**src/rtl/mult_arbiter_pkg.sv**
```systemverilog
// Shared types and constants for the multiplier arbiter.
// Latency: n/a (package only).
// Backpressure: n/a (package only).
package mult_arbiter_pkg;

    localparam int MULT_W  = 8;
    localparam int PROD_W  = 16;
    localparam int CNT_MAX = 255;

    typedef enum logic [1:0] {
        IDLE = 2'd0,
        CALC = 2'd1,
        RESP = 2'd2
    } state_e;

    // 3:2 carry-save compressor on PROD_W-bit rows.
    // Returns {sum, carry}. The carry is already shifted into its column.
    // Bits carried out of the top are dropped. Every product fits in
    // PROD_W bits, so working modulo 2**PROD_W gives the exact result.
    function automatic logic [2*PROD_W-1:0] csa(
        input logic [PROD_W-1:0] x,
        input logic [PROD_W-1:0] y,
        input logic [PROD_W-1:0] z
    );
        logic [PROD_W-1:0] s;
        logic [PROD_W-1:0] c;
        s = x ^ y ^ z;
        c = ((x & y) | (x & z) | (y & z)) << 1;
        return {s, c};
    endfunction

endpackage

```
**src/rtl/mult_arbiter_mult.sv**
```systemverilog
// Unsigned 8x8 multiplier with two independent product paths for cross-checking.
// Latency: purely combinational.
// Backpressure: none.
//
// Ports:
//   a, b            - unsigned operands
//   dadda_product   - reference product; the synthesis tool chooses the reduction tree
//   wallace_product - explicit Wallace carry-save tree over the partial products
module mult_dadda_wallace
    import mult_arbiter_pkg::*;
(
    input  logic [MULT_W-1:0] a,
    input  logic [MULT_W-1:0] b,
    output logic [PROD_W-1:0] dadda_product,
    output logic [PROD_W-1:0] wallace_product
);

    logic [PROD_W-1:0]   pp [MULT_W];
    logic [2*PROD_W-1:0] l1_0, l1_1, l2_0, l2_1, l3_0, l4_0;

    assign dadda_product = PROD_W'(a) * PROD_W'(b);

    // One partial-product row per bit of b, aligned to its weight.
    always_comb begin
        for (int i = 0; i < MULT_W; i++) begin
            pp[i] = b[i] ? (PROD_W'(a) << i) : '0;
        end
    end

    // Row counts per stage: 8 -> 6 -> 4 -> 3 -> 2, then one carry-propagate add.
    assign l1_0 = csa(pp[0], pp[1], pp[2]);
    assign l1_1 = csa(pp[3], pp[4], pp[5]);
    assign l2_0 = csa(l1_0[2*PROD_W-1:PROD_W], l1_0[PROD_W-1:0], l1_1[2*PROD_W-1:PROD_W]);
    assign l2_1 = csa(l1_1[PROD_W-1:0], pp[6], pp[7]);
    assign l3_0 = csa(l2_0[2*PROD_W-1:PROD_W], l2_0[PROD_W-1:0], l2_1[2*PROD_W-1:PROD_W]);
    assign l4_0 = csa(l3_0[2*PROD_W-1:PROD_W], l3_0[PROD_W-1:0], l2_1[PROD_W-1:0]);

    assign wallace_product = l4_0[2*PROD_W-1:PROD_W] + l4_0[PROD_W-1:0];

endmodule

```
**src/rtl/mult_arbiter_rr_grant.sv**
```systemverilog
// Round-robin one-hot grant: first set bit of req at or after ptr, wrapping.
// Latency: purely combinational.
// Backpressure: none; gnt is zero when req is zero.
//
// Ports:
//   req  - request vector, one bit per requester
//   ptr  - index where the search begins (must be < NREQ)
//   gnt  - one-hot grant, never set on a bit whose req is clear
module rr_grant #(
    parameter int NREQ = 4,
    parameter int IDW  = 2
) (
    input  logic [NREQ-1:0] req,
    input  logic [IDW-1:0]  ptr,
    output logic [NREQ-1:0] gnt
);

    localparam int SW = IDW + 1;

    logic [SW-1:0]  sum;
    logic [IDW-1:0] idx;

    // Walk offsets from the farthest to the nearest. A later hit overwrites
    // an earlier one, so the requester closest to ptr wins.
    always_comb begin
        gnt = '0;
        sum = '0;
        idx = '0;
        for (int k = NREQ - 1; k >= 0; k--) begin
            sum = {1'b0, ptr} + SW'(k);
            if (sum >= SW'(NREQ)) begin
                sum = sum - SW'(NREQ);
            end
            idx = sum[IDW-1:0];
            if (req[idx]) begin
                gnt      = '0;
                gnt[idx] = 1'b1;
            end
        end
    end

endmodule

```
**src/rtl/mult_arbiter.sv**
```systemverilog
// Round-robin arbiter that shares one 8x8 multiplier among NREQ requesters.
// Latency: the response is registered one edge after the request handshake edge.
//          It is two edges after the request is presented to an idle arbiter.
// Backpressure: rsp_* hold while rsp_valid & !rsp_ready, and no grants are issued meanwhile.
//
// Ports:
//   clk, rst_n            - clock; synchronous active-low reset
//   req_valid/req_ready   - per-requester handshake; req_ready is one-hot
//   req_a, req_b          - packed operands, requester i in bits [8i+7:8i]
//   rsp_valid/rsp_ready   - response handshake
//   rsp_id                - requester index served
//   rsp_product           - 16-bit unsigned product
//   rsp_mismatch          - the two multiplier paths disagreed on this response
//   mismatch_cnt          - saturating count of mismatching responses
module mult_arbiter
    import mult_arbiter_pkg::*;
#(
    parameter int NREQ = 4,
    parameter int IDW  = 2
) (
    input  logic                   clk,
    input  logic                   rst_n,
    input  logic [NREQ-1:0]        req_valid,
    input  logic [MULT_W*NREQ-1:0] req_a,
    input  logic [MULT_W*NREQ-1:0] req_b,
    output logic [NREQ-1:0]        req_ready,
    output logic                   rsp_valid,
    input  logic                   rsp_ready,
    output logic [IDW-1:0]         rsp_id,
    output logic [PROD_W-1:0]      rsp_product,
    output logic                   rsp_mismatch,
    output logic [7:0]             mismatch_cnt
);

    state_e            state_q,        state_d;
    logic [IDW-1:0]    ptr_q,          ptr_d;
    logic [MULT_W-1:0] op_a_q,         op_a_d;
    logic [MULT_W-1:0] op_b_q,         op_b_d;
    logic              rsp_valid_q,    rsp_valid_d;
    logic [IDW-1:0]    rsp_id_q,       rsp_id_d;
    logic [PROD_W-1:0] rsp_product_q,  rsp_product_d;
    logic              rsp_mismatch_q, rsp_mismatch_d;
    logic [7:0]        mismatch_cnt_q, mismatch_cnt_d;

    logic [NREQ-1:0]   gnt;
    logic [IDW-1:0]    gnt_id;
    logic [IDW-1:0]    ptr_nxt;
    logic [MULT_W-1:0] sel_a;
    logic [MULT_W-1:0] sel_b;
    logic              grant_en;
    logic              hs;
    logic [PROD_W-1:0] dadda_product;
    logic [PROD_W-1:0] wallace_product;
    logic              mult_mismatch;

    rr_grant #(
        .NREQ (NREQ),
        .IDW  (IDW)
    ) u_rr_grant (
        .req (req_valid),
        .ptr (ptr_q),
        .gnt (gnt)
    );

    mult_dadda_wallace u_mult (
        .a               (op_a_q),
        .b               (op_b_q),
        .dadda_product   (dadda_product),
        .wallace_product (wallace_product)
    );

    assign mult_mismatch = (dadda_product != wallace_product);

    // A grant is possible when idle or when the pending response retires
    // this cycle. Holding rst_n low forces req_ready low without waiting for an edge.
    assign grant_en  = rst_n &&
                       ((state_q == IDLE) || ((state_q == RESP) && rsp_ready));
    assign req_ready = grant_en ? gnt : '0;
    // gnt only ever selects a valid requester, so any valid bit means a handshake.
    assign hs        = grant_en && (|req_valid);

    // Decode the one-hot grant into an index and the matching operands.
    always_comb begin
        gnt_id = '0;
        sel_a  = '0;
        sel_b  = '0;
        for (int i = 0; i < NREQ; i++) begin
            if (gnt[i]) begin
                gnt_id = IDW'(i);
                sel_a  = req_a[MULT_W*i +: MULT_W];
                sel_b  = req_b[MULT_W*i +: MULT_W];
            end
        end
    end

    assign ptr_nxt = (gnt_id == IDW'(NREQ - 1)) ? '0 : gnt_id + 1'b1;

    always_comb begin
        state_d        = state_q;
        ptr_d          = ptr_q;
        op_a_d         = op_a_q;
        op_b_d         = op_b_q;
        rsp_valid_d    = rsp_valid_q;
        rsp_id_d       = rsp_id_q;
        rsp_product_d  = rsp_product_q;
        rsp_mismatch_d = rsp_mismatch_q;
        mismatch_cnt_d = mismatch_cnt_q;

        case (state_q)
            IDLE: begin
                if (hs) begin
                    op_a_d   = sel_a;
                    op_b_d   = sel_b;
                    rsp_id_d = gnt_id;
                    ptr_d    = ptr_nxt;
                    state_d  = CALC;
                end
            end

            CALC: begin
                rsp_product_d  = dadda_product;
                rsp_mismatch_d = mult_mismatch;
                rsp_valid_d    = 1'b1;
                if (mult_mismatch && (mismatch_cnt_q != 8'(CNT_MAX))) begin
                    mismatch_cnt_d = mismatch_cnt_q + 8'd1;
                end
                state_d = RESP;
            end

            RESP: begin
                if (rsp_ready) begin
                    // Retire, then start the next request in the same cycle if one
                    // handshakes. rsp_id can update here because rsp_valid drops together with it.
                    rsp_valid_d = 1'b0;
                    state_d     = IDLE;
                    if (hs) begin
                        op_a_d   = sel_a;
                        op_b_d   = sel_b;
                        rsp_id_d = gnt_id;
                        ptr_d    = ptr_nxt;
                        state_d  = CALC;
                    end
                end
            end

            default: begin
                state_d = IDLE;
            end
        endcase
    end

    always_ff @(posedge clk) begin
        if (!rst_n) begin
            state_q        <= IDLE;
            ptr_q          <= '0;
            op_a_q         <= '0;
            op_b_q         <= '0;
            rsp_valid_q    <= 1'b0;
            rsp_id_q       <= '0;
            rsp_product_q  <= '0;
            rsp_mismatch_q <= 1'b0;
            mismatch_cnt_q <= '0;
        end else begin
            state_q        <= state_d;
            ptr_q          <= ptr_d;
            op_a_q         <= op_a_d;
            op_b_q         <= op_b_d;
            rsp_valid_q    <= rsp_valid_d;
            rsp_id_q       <= rsp_id_d;
            rsp_product_q  <= rsp_product_d;
            rsp_mismatch_q <= rsp_mismatch_d;
            mismatch_cnt_q <= mismatch_cnt_d;
        end
    end

    assign rsp_valid    = rsp_valid_q;
    assign rsp_id       = rsp_id_q;
    assign rsp_product  = rsp_product_q;
    assign rsp_mismatch = rsp_mismatch_q;
    assign mismatch_cnt = mismatch_cnt_q;

endmodule
```
**config.mk**
```make
export PLATFORM = sky130hd
export DESIGN_NAME = mult_arbiter
export DESIGN_NICKNAME = d
export VERILOG_FILES = /design/src/rtl/mult_arbiter_pkg.sv /design/src/rtl/mult_arbiter_mult.sv /design/src/rtl/mult_arbiter_rr_grant.sv /design/src/rtl/mult_arbiter.sv
export SDC_FILE = /design/constraint.sdc
export NUM_CORES = 1
export LEC_CHECK = 0
export CAP_MARGIN = 20
export CORE_UTILIZATION = 53
export CTS_CLUSTER_SIZE = 28
export DETAILED_ROUTE_END_ITERATION = 10
export GPL_TIMING_DRIVEN = 0
export PLACE_DENSITY = 0.85
export SETUP_SLACK_MARGIN = 0.15
export SYNTH_ARGS = -nofsm -noshare
export SYNTH_HDL_FRONTEND = slang
export SYNTH_SLANG_ARGS = --single-unit
```
**constraint.sdc**
```tcl
create_clock -name clk -period 6.1 [get_ports clk]
set_input_delay 0.61 -clock clk [delete_from_list [all_inputs] [get_ports clk]]
set_output_delay 0.61 -clock clk [all_outputs]
set_load 0.01 [all_outputs]
```
# Yosys cells after proc, flatten, opt, wreduce, memory -nomap -nowiden
# Index checks and enable logic that the tools add are counted.
dict set report word_totals {
  mem_bits_ro 0
  inputBits 71
  reg_bits 48
  out_inout_bits 32
  word_cells 161
  mem_bits_rw 0
  latchBits 0
  memories 0
}
dict set report classes {
  eq_ne 7
  order_cmp 12
  muxes 63
  bitwise 42
  mul 1
  n_reduce_logical 17
  shift 0
  n_addsub 10
  n_div 0
}
# operator count
set op_table {}
lappend op_table {{15-bit bitwise AND} 18}
lappend op_table {{15-bit OR} 12}
lappend op_table {{16-bit bitwise XOR} 8}
lappend op_table {{8-bit two-way mux} 13}
lappend op_table {{8-bit case mux with 2 select lines} 2}
lappend op_table {{2-bit two-way mux} 13}
lappend op_table {{4-bit two-way mux} 5}
lappend op_table {{16-bit adder} 1}
lappend op_table {{8-bit by 8-bit multiplier with 16-bit output} 1}
lappend op_table {{16-bit != test} 1}
lappend op_table {{16-bit by 10-bit bitwise XOR with 16-bit output} 1}
lappend op_table {{16-bit by 13-bit bitwise XOR with 16-bit output} 1}
lappend op_table {{16-bit by 14-bit bitwise XOR with 16-bit output} 1}
lappend op_table {{16-bit by 15-bit bitwise XOR with 16-bit output} 1}
lappend op_table {{15-bit two-way mux} 1}
lappend op_table {{14-bit two-way mux} 1}
lappend op_table {{13-bit two-way mux} 1}
lappend op_table {{2-bit by 3-bit < comparator with 1-bit output, second input constant} 4}
lappend op_table {{12-bit two-way mux} 1}
lappend op_table {{1-bit two-way mux} 11}
lappend op_table {{11-bit two-way mux} 1}
lappend op_table {{10-bit two-way mux} 1}
lappend op_table {{3-bit greater-or-equal comparator, second input constant} 3}
lappend op_table {{9-bit two-way mux} 1}
lappend op_table {{22 further kinds} 49}

# Logic depth before layout (Yosys ltp)
dict set report logic_depth {
  ltp_word 19
  depth_mapped 22
  ltp_nobuf 20
}

# Hierarchy
# From an unflattened synthesis, not the netlist that was laid out.
dict set report unflattened {
  cells_unflattened 749
  area_unflattened_um2 6668.9
}
# module area_per_inst_um2 cells_per_inst n_inst seq_area_each_um2
set by_module_without_submodules {}
lappend by_module_without_submodules {mult_dadda_wallace 3748.6 428 1 0.0}
lappend by_module_without_submodules {mult_arbiter 2507.4 274 1 960.9}
lappend by_module_without_submodules {rr_grant 412.9 47 1 0.0}

# Worst setup path before layout
# OpenSTA, ideal clock, no wires.
dict set report synth_timing {
  path_kind {flip-flop to flip-flop}
  start {reg op_b_q[7]}
  end {reg mismatch_cnt_q[4], in the netlist mismatch_cnt[4]}
  synth_period_minus_slack_ps 5090
  slack_ps 1010
  n_path_buf 0
  setup_ps 70
  arrival_ps 5019
  t_required_ps 6030
  stages_incl_launch_ff 20
  cell_sequence {dfxtp_1 -> and2_1 -> fa_1 -> inv_1 -> fa_1 -> inv_1 -> fa_1 -> inv_1 -> fa_1 -> inv_1 -> ha_1 -> a211oi_4 -> nand4b_1 -> o21ai_0 -> or3b_1 -> xnor2_1 -> nand2_1 -> nor4_2 -> or4_1 -> a21oi_1}
}
dict set report synth_between {
  elab_chain_cells 12
  word_cells_on_any_way 23
  classes_between {add/sub (1); mul (1); eq/ne (1); mux (1); bitwise (17); reduce/logical (2)}
}
# item line
set synth_rtl {}
lappend synth_rtl {{start, declared} mult_arbiter.sv:38} ;# logic [MULT_W-1:0] op_b_q, op_b_d;
lappend synth_rtl {{start signal, assigned} mult_arbiter.sv:167} ;# op_b_q <= op_b_d;
lappend synth_rtl {{15-bit two-way mux} mult_arbiter_mult.sv:26} ;# pp[i] = b[i] ? (PROD_W'(a) << i) : '0;
lappend synth_rtl {{16-bit by 15-bit bitwise XOR with 16-bit output} mult_arbiter_pkg.sv:27} ;# s = x ^ y ^ z;
lappend synth_rtl {{15-bit bitwise AND} mult_arbiter_pkg.sv:28} ;# c = ((x & y) | (x & z) | (y & z)) << 1;
lappend synth_rtl {{15-bit OR (2 in series)} mult_arbiter_pkg.sv:28}
lappend synth_rtl {{15-bit bitwise AND} mult_arbiter_pkg.sv:28}
lappend synth_rtl {{15-bit OR (2 in series)} mult_arbiter_pkg.sv:28}
lappend synth_rtl {{16-bit adder} mult_arbiter_mult.sv:38} ;# assign wallace_product = l4_0[2*PROD_W-1:PROD_W] + l4_0[PROD_W-1:0];
lappend synth_rtl {{16-bit != test (*)} mult_arbiter.sv:72} ;# assign mult_mismatch = (dadda_product != wallace_product);
lappend synth_rtl {{1-bit logical AND (*)} mult_arbiter.sv:124} ;# if (mult_mismatch && (mismatch_cnt_q != 8'(CNT_MAX))) begin
lappend synth_rtl {{2-bit AND reduction (no line) (*)} n/a}
lappend synth_rtl {{end signal, assigned} mult_arbiter.sv:172} ;# mismatch_cnt_q <= mismatch_cnt_d;
lappend synth_rtl {{end, declared} mult_arbiter.sv:43} ;# logic [7:0] mismatch_cnt_q, mismatch_cnt_d;
# Every way passes the cells marked *; elsewhere a longest branch is shown, timed or not.
# A chain may end at the register's enable or synchronous reset.

# Final worst setup path
dict set report layout_timing {
  start {reg op_b_q[4]}
  end {reg mismatch_cnt_q[1], in the netlist mismatch_cnt[1]}
}
dict set report layout_between {
  elab_chain_cells 16
  word_cells_on_any_way 37
  classes_between {add/sub (1); mul (1); eq/ne (1); mux (1); bitwise (31); reduce/logical (2)}
}
# item line
set layout_rtl {}
lappend layout_rtl {{12-bit two-way mux} mult_arbiter_mult.sv:26}
lappend layout_rtl {{16-bit bitwise XOR / 15-bit bitwise AND (equally long branches)} {mult_arbiter_pkg.sv:27, mult_arbiter_pkg.sv:28}}
lappend layout_rtl {{16-bit by 13-bit bitwise XOR with 16-bit output / 15-bit OR (equally long branches)} {mult_arbiter_pkg.sv:27, mult_arbiter_pkg.sv:28}}
lappend layout_rtl {{15-bit bitwise AND / 15-bit OR (equally long branches)} mult_arbiter_pkg.sv:28}
lappend layout_rtl {{15-bit OR / 16-bit by 14-bit bitwise XOR with 16-bit output (equally long branches)} {mult_arbiter_pkg.sv:28, mult_arbiter_pkg.sv:27}}
lappend layout_rtl {{15-bit OR / 16-bit by 15-bit bitwise XOR with 16-bit output (equally long branches)} {mult_arbiter_pkg.sv:28, mult_arbiter_pkg.sv:27}}
lappend layout_rtl {{15-bit bitwise AND} mult_arbiter_pkg.sv:28}
lappend layout_rtl {{15-bit OR (2 in series)} mult_arbiter_pkg.sv:28}
lappend layout_rtl {{15-bit bitwise AND} mult_arbiter_pkg.sv:28}
lappend layout_rtl {{15-bit OR (2 in series)} mult_arbiter_pkg.sv:28}
lappend layout_rtl {{16-bit adder} mult_arbiter_mult.sv:38}
lappend layout_rtl {{16-bit != test (*)} mult_arbiter.sv:72}
lappend layout_rtl {{1-bit logical AND (*)} mult_arbiter.sv:124}
lappend layout_rtl {{2-bit AND reduction (no line) (*)} n/a}
# Marks and branches as above.

==> results.yml <==
clock_network:
  post_cts_resized: 0
  path_clk_slew_ns: 0.07
  cts_hold_buf: 0
  cts_made_buffers: 5
  cts_tree: "built"
  cts.root.buffer_cell: "clkbuf_16"
  cts_buffer_depth: 2
  cts_setup_buffers: 0
  insertion_delay_ns: 0.29
  cts_sinks: 48
  htreeDepth: 2
global_routing:
  grt-ovfl-total: 0
  grt_pass1_wl_um: 27180
  grt_max_degree: 17
  grt_pass1_vias: 5747
  grt_antenna_before_repair: 0
  grt_usage_pct: 27.24
synth:
  yosys_warnings: 0
  seq_area_frac_synth_pct: 15.10
  synth_area_leaders: "fa_1, dfxtp_1, ha_1, inv_1, and2_1"
  synth.most_common_cell: "inv_1"
  yosysTopAreaCellShare_pct: 23.59
  syn_nets: 927
  syn_area_sq_um: 6365
  avgSynthCellArea_sq_um: 8.889
  yosys_register_bits: 48
  synthTopCellsByCount: "inv_1, fa_1, ha_1"
  ys.flop_type: "dfxtp_1"
  ys_async_sr_fraction_pct: 0
  ys_types: 65
  synth_edf_count: 0
  synthCells: 716
  yosys.area.top_type: "fa_1"
hold_path:
  hold_path.class: "reg -> reg"
  hold_depth: 2
  holdCritStartpoint: "rsp_product[3]"
  hold-path-endpoint: "rsp_product[3]"
power:
  switching_share_pct: 46.17
  sequentialPowerShare_pct: 22.6
  power_uw: 2076
  power_frac_comb_pct: 61.8
  p_clk_share_pct: 15.6
  power_density_nw_per_um2: 267.9
  ir_drop_v: 0.0002560
  p_leak_uw: 0.003565
  power_switching_uw: 958.6
  internal-power_uw: 1118
cells_and_area:
  utilization_pct: 67.01
  area_growth_pct: 21.76
  post_layout_nonfiller_instances: 969
  fin_nets: 1036
  drive_above_1_share_pct: 5.569
  diodes: 0
  fillers: 916
route:
  drt_pre_antenna_iters: 7
  dr.first_iter.drc_count: 259
  avgViaCountPerCell: 5.681
  ant_nets: 0
  drc_errors: 0
  wl_per_cell_um: 16.42
  drt-total-wl_um: 15910
  via_count: 5505
setup_path:
  worstPathArrival_ns: 5.94
  cp.required_ns: 6.28
  r2r_cells: 20
  critPathKind: "reg -> reg"
  end_kind: "flop"
  r2r_start: "op_b_q[4]"
  r2r-end: "mismatch_cnt[1]"
  cp_max_fo: 10
  ff2ff_setup_slack_ns: 0.34
  startpoint_type: "flop"
floorplanning:
  die_area_sq_um: 12450
  initial_core_util_pct: 55.04
  die_w_um: 111.6
  io_pins: 103
  core.rowCount: 39
  core_sq_um: 11560
  fp.dieH_um: 111.6
job:
  drv_cap: 0
timing:
  fin_tns_setup_ns: 0
  fin_crit_ns: 5.761
  tightest_slew_ns: 0.6231
  holdWs_ns: 0.4602
  rsz0062_at_grt: "no"
  finalHoldViolCount: 0
  setup_viol: 0
  fmax_mhz: 173.6
  fin_crit_sh_pct: 94.45
  max_slew_margin_pct: 58.46
  skew_ns: 0.004543
  drv_slew: 0
placed_design:
  placed_cells: 961
  port_buffers: 102
  hpwl_um: 13140
  gp_congestion: 0.8827
outcome:
  status: "finished, final reports clean"
[how the worst max path moves through the flow]
stage / slack [ns] / startpoint / endpoint / cells after the start
2_1_floorplan: 1.01 / op_b_q[7] / mismatch_cnt[4] / 19
3_3_place_gp: 0.41 / op_a_q[0] / mismatch_cnt[1] / 20
3_5_place_dp: 0.33 / op_a_q[0] / mismatch_cnt[0] / 20
4_1_cts: 0.28 / op_a_q[2] / mismatch_cnt[0] / 20
5_1_grt: 0.12 / op_b_q[4] / mismatch_cnt[0] / 20
6_report: 0.34 / op_b_q[4] / mismatch_cnt[1] / 20
[sequential cells by signal, indices dropped and copies added (netlist names)]
signal	count
rsp_product	16
ptr_q	2
op_b_q	8
rsp_mismatch	1
rsp_valid	1
mismatch_cnt	8
state_q	2
op_a_q	8
rsp_id	2
[cell families after synthesis]
family,count (synthesis),share of synthesized area [%]
flip-flops,48,15.10
AO/OA/AOI/OAI,124,14.65
buffers and inverters,145,8.983
AND/OR/NAND/NOR,219,17.99
XOR/XNOR,30,4.561
adder cells (fa/ha/maj),140,36.37
multiplexers,10,2.359
[layout make-up]
cell class	count	area, sq um	area share, %
repair buffers	102	1021	13.17
plain buffers	21	107.6	1.388
flip-flops and latches	48	964.7	12.45
clock inverters	3	46.29	0.5974
clock buffers	5	125.1	1.614
inverters	124	465.4	6.006
multi-input cells	523	4841	62.46
well taps	143	178.9	2.309
[critical path, cell delays in order, from the launching register on]
cell and delay [ns]:
dfxtp_1 0.56, and2_1 0.23, inv_1 0.07, fa_1 0.49, fa_1 0.49, inv_1 0.05
fa_1 0.53, inv_1 0.05, fa_1 0.52, inv_1 0.05, ha_1 0.39, a211oi_4 0.37
nand4b_1 0.19, o21ai_0 0.21, or3b_1 0.44, xnor2_1 0.21, nand2_1 0.11, nor4_4 0.26
buf_6 0.20, nor3_2 0.07, mux2i_1 0.13
[layer usage]
layer  GRT usage (%)  part of all wire (%)  vias up  wire (um)
met5               0                     0        -          0
li1                -                     -     2628          -
met3           2.776                   5.7       31        903
met1           34.11                    41     2636       6548
met4           6.396                   2.1        0        332
met2           50.29                    51      210       8123
[layout by cell type, fill, tap and decap left out, types with 3 or more instances in the layout]
master / netlist / layout
inv_1: 123 / 123
clkdlybuf4s50_1: 0 / 102
fa_1: 75 / 75
ha_1: 65 / 65
nand2_1: 62 / 62
and2_1: 45 / 45
dfxtp_1: 48 / 45
nor2_1: 37 / 37
a21oi_1: 32 / 32
xnor2_1: 22 / 22
nor3_1: 20 / 20
a221oi_1: 19 / 19
o221ai_1: 16 / 16
o21ai_0: 13 / 13
clkbuf_1: 12 / 11
nand3_1: 11 / 11
a211oi_1: 9 / 9
nor2b_1: 6 / 6
nand2b_1: 6 / 6
xor2_1: 6 / 6
mux2i_1: 6 / 6
nor4_1: 5 / 5
clkbuf_16: 0 / 5
buf_2: 4 / 4
mux4_2: 4 / 4
a21o_1: 4 / 4
o31ai_1: 4 / 4
nand3b_1: 3 / 3
o21a_1: 3 / 3
o211ai_1: 3 / 3
nand4_1: 3 / 3
nor4_2: 4 / 3
or3_1: 3 / 3
dfxtp_2: 0 / 3
[power groups by stage]
stage	registers (uW)	logic (uW)	clock network, uW
final	469	1280	324
after global routing	478	1450	333
after CTS	464	1280	322
after detailed placement	471	1260	0
after global placement	469	1230	0
after floorplan	428	933	0
[stage by stage]
step / instance area (sq um) / setup slack (ns)
2_1_floorplan: 6365 / 1.010
3_3_place_gp: 7565 / 0.4124
3_5_place_dp: 7565 / 0.3343
4_1_cts: 7736 / 0.2755
5_1_grt: 7750 / 0.1162
6_report: 7750 / 0.3387
Power figures use the tool's default switching activity.
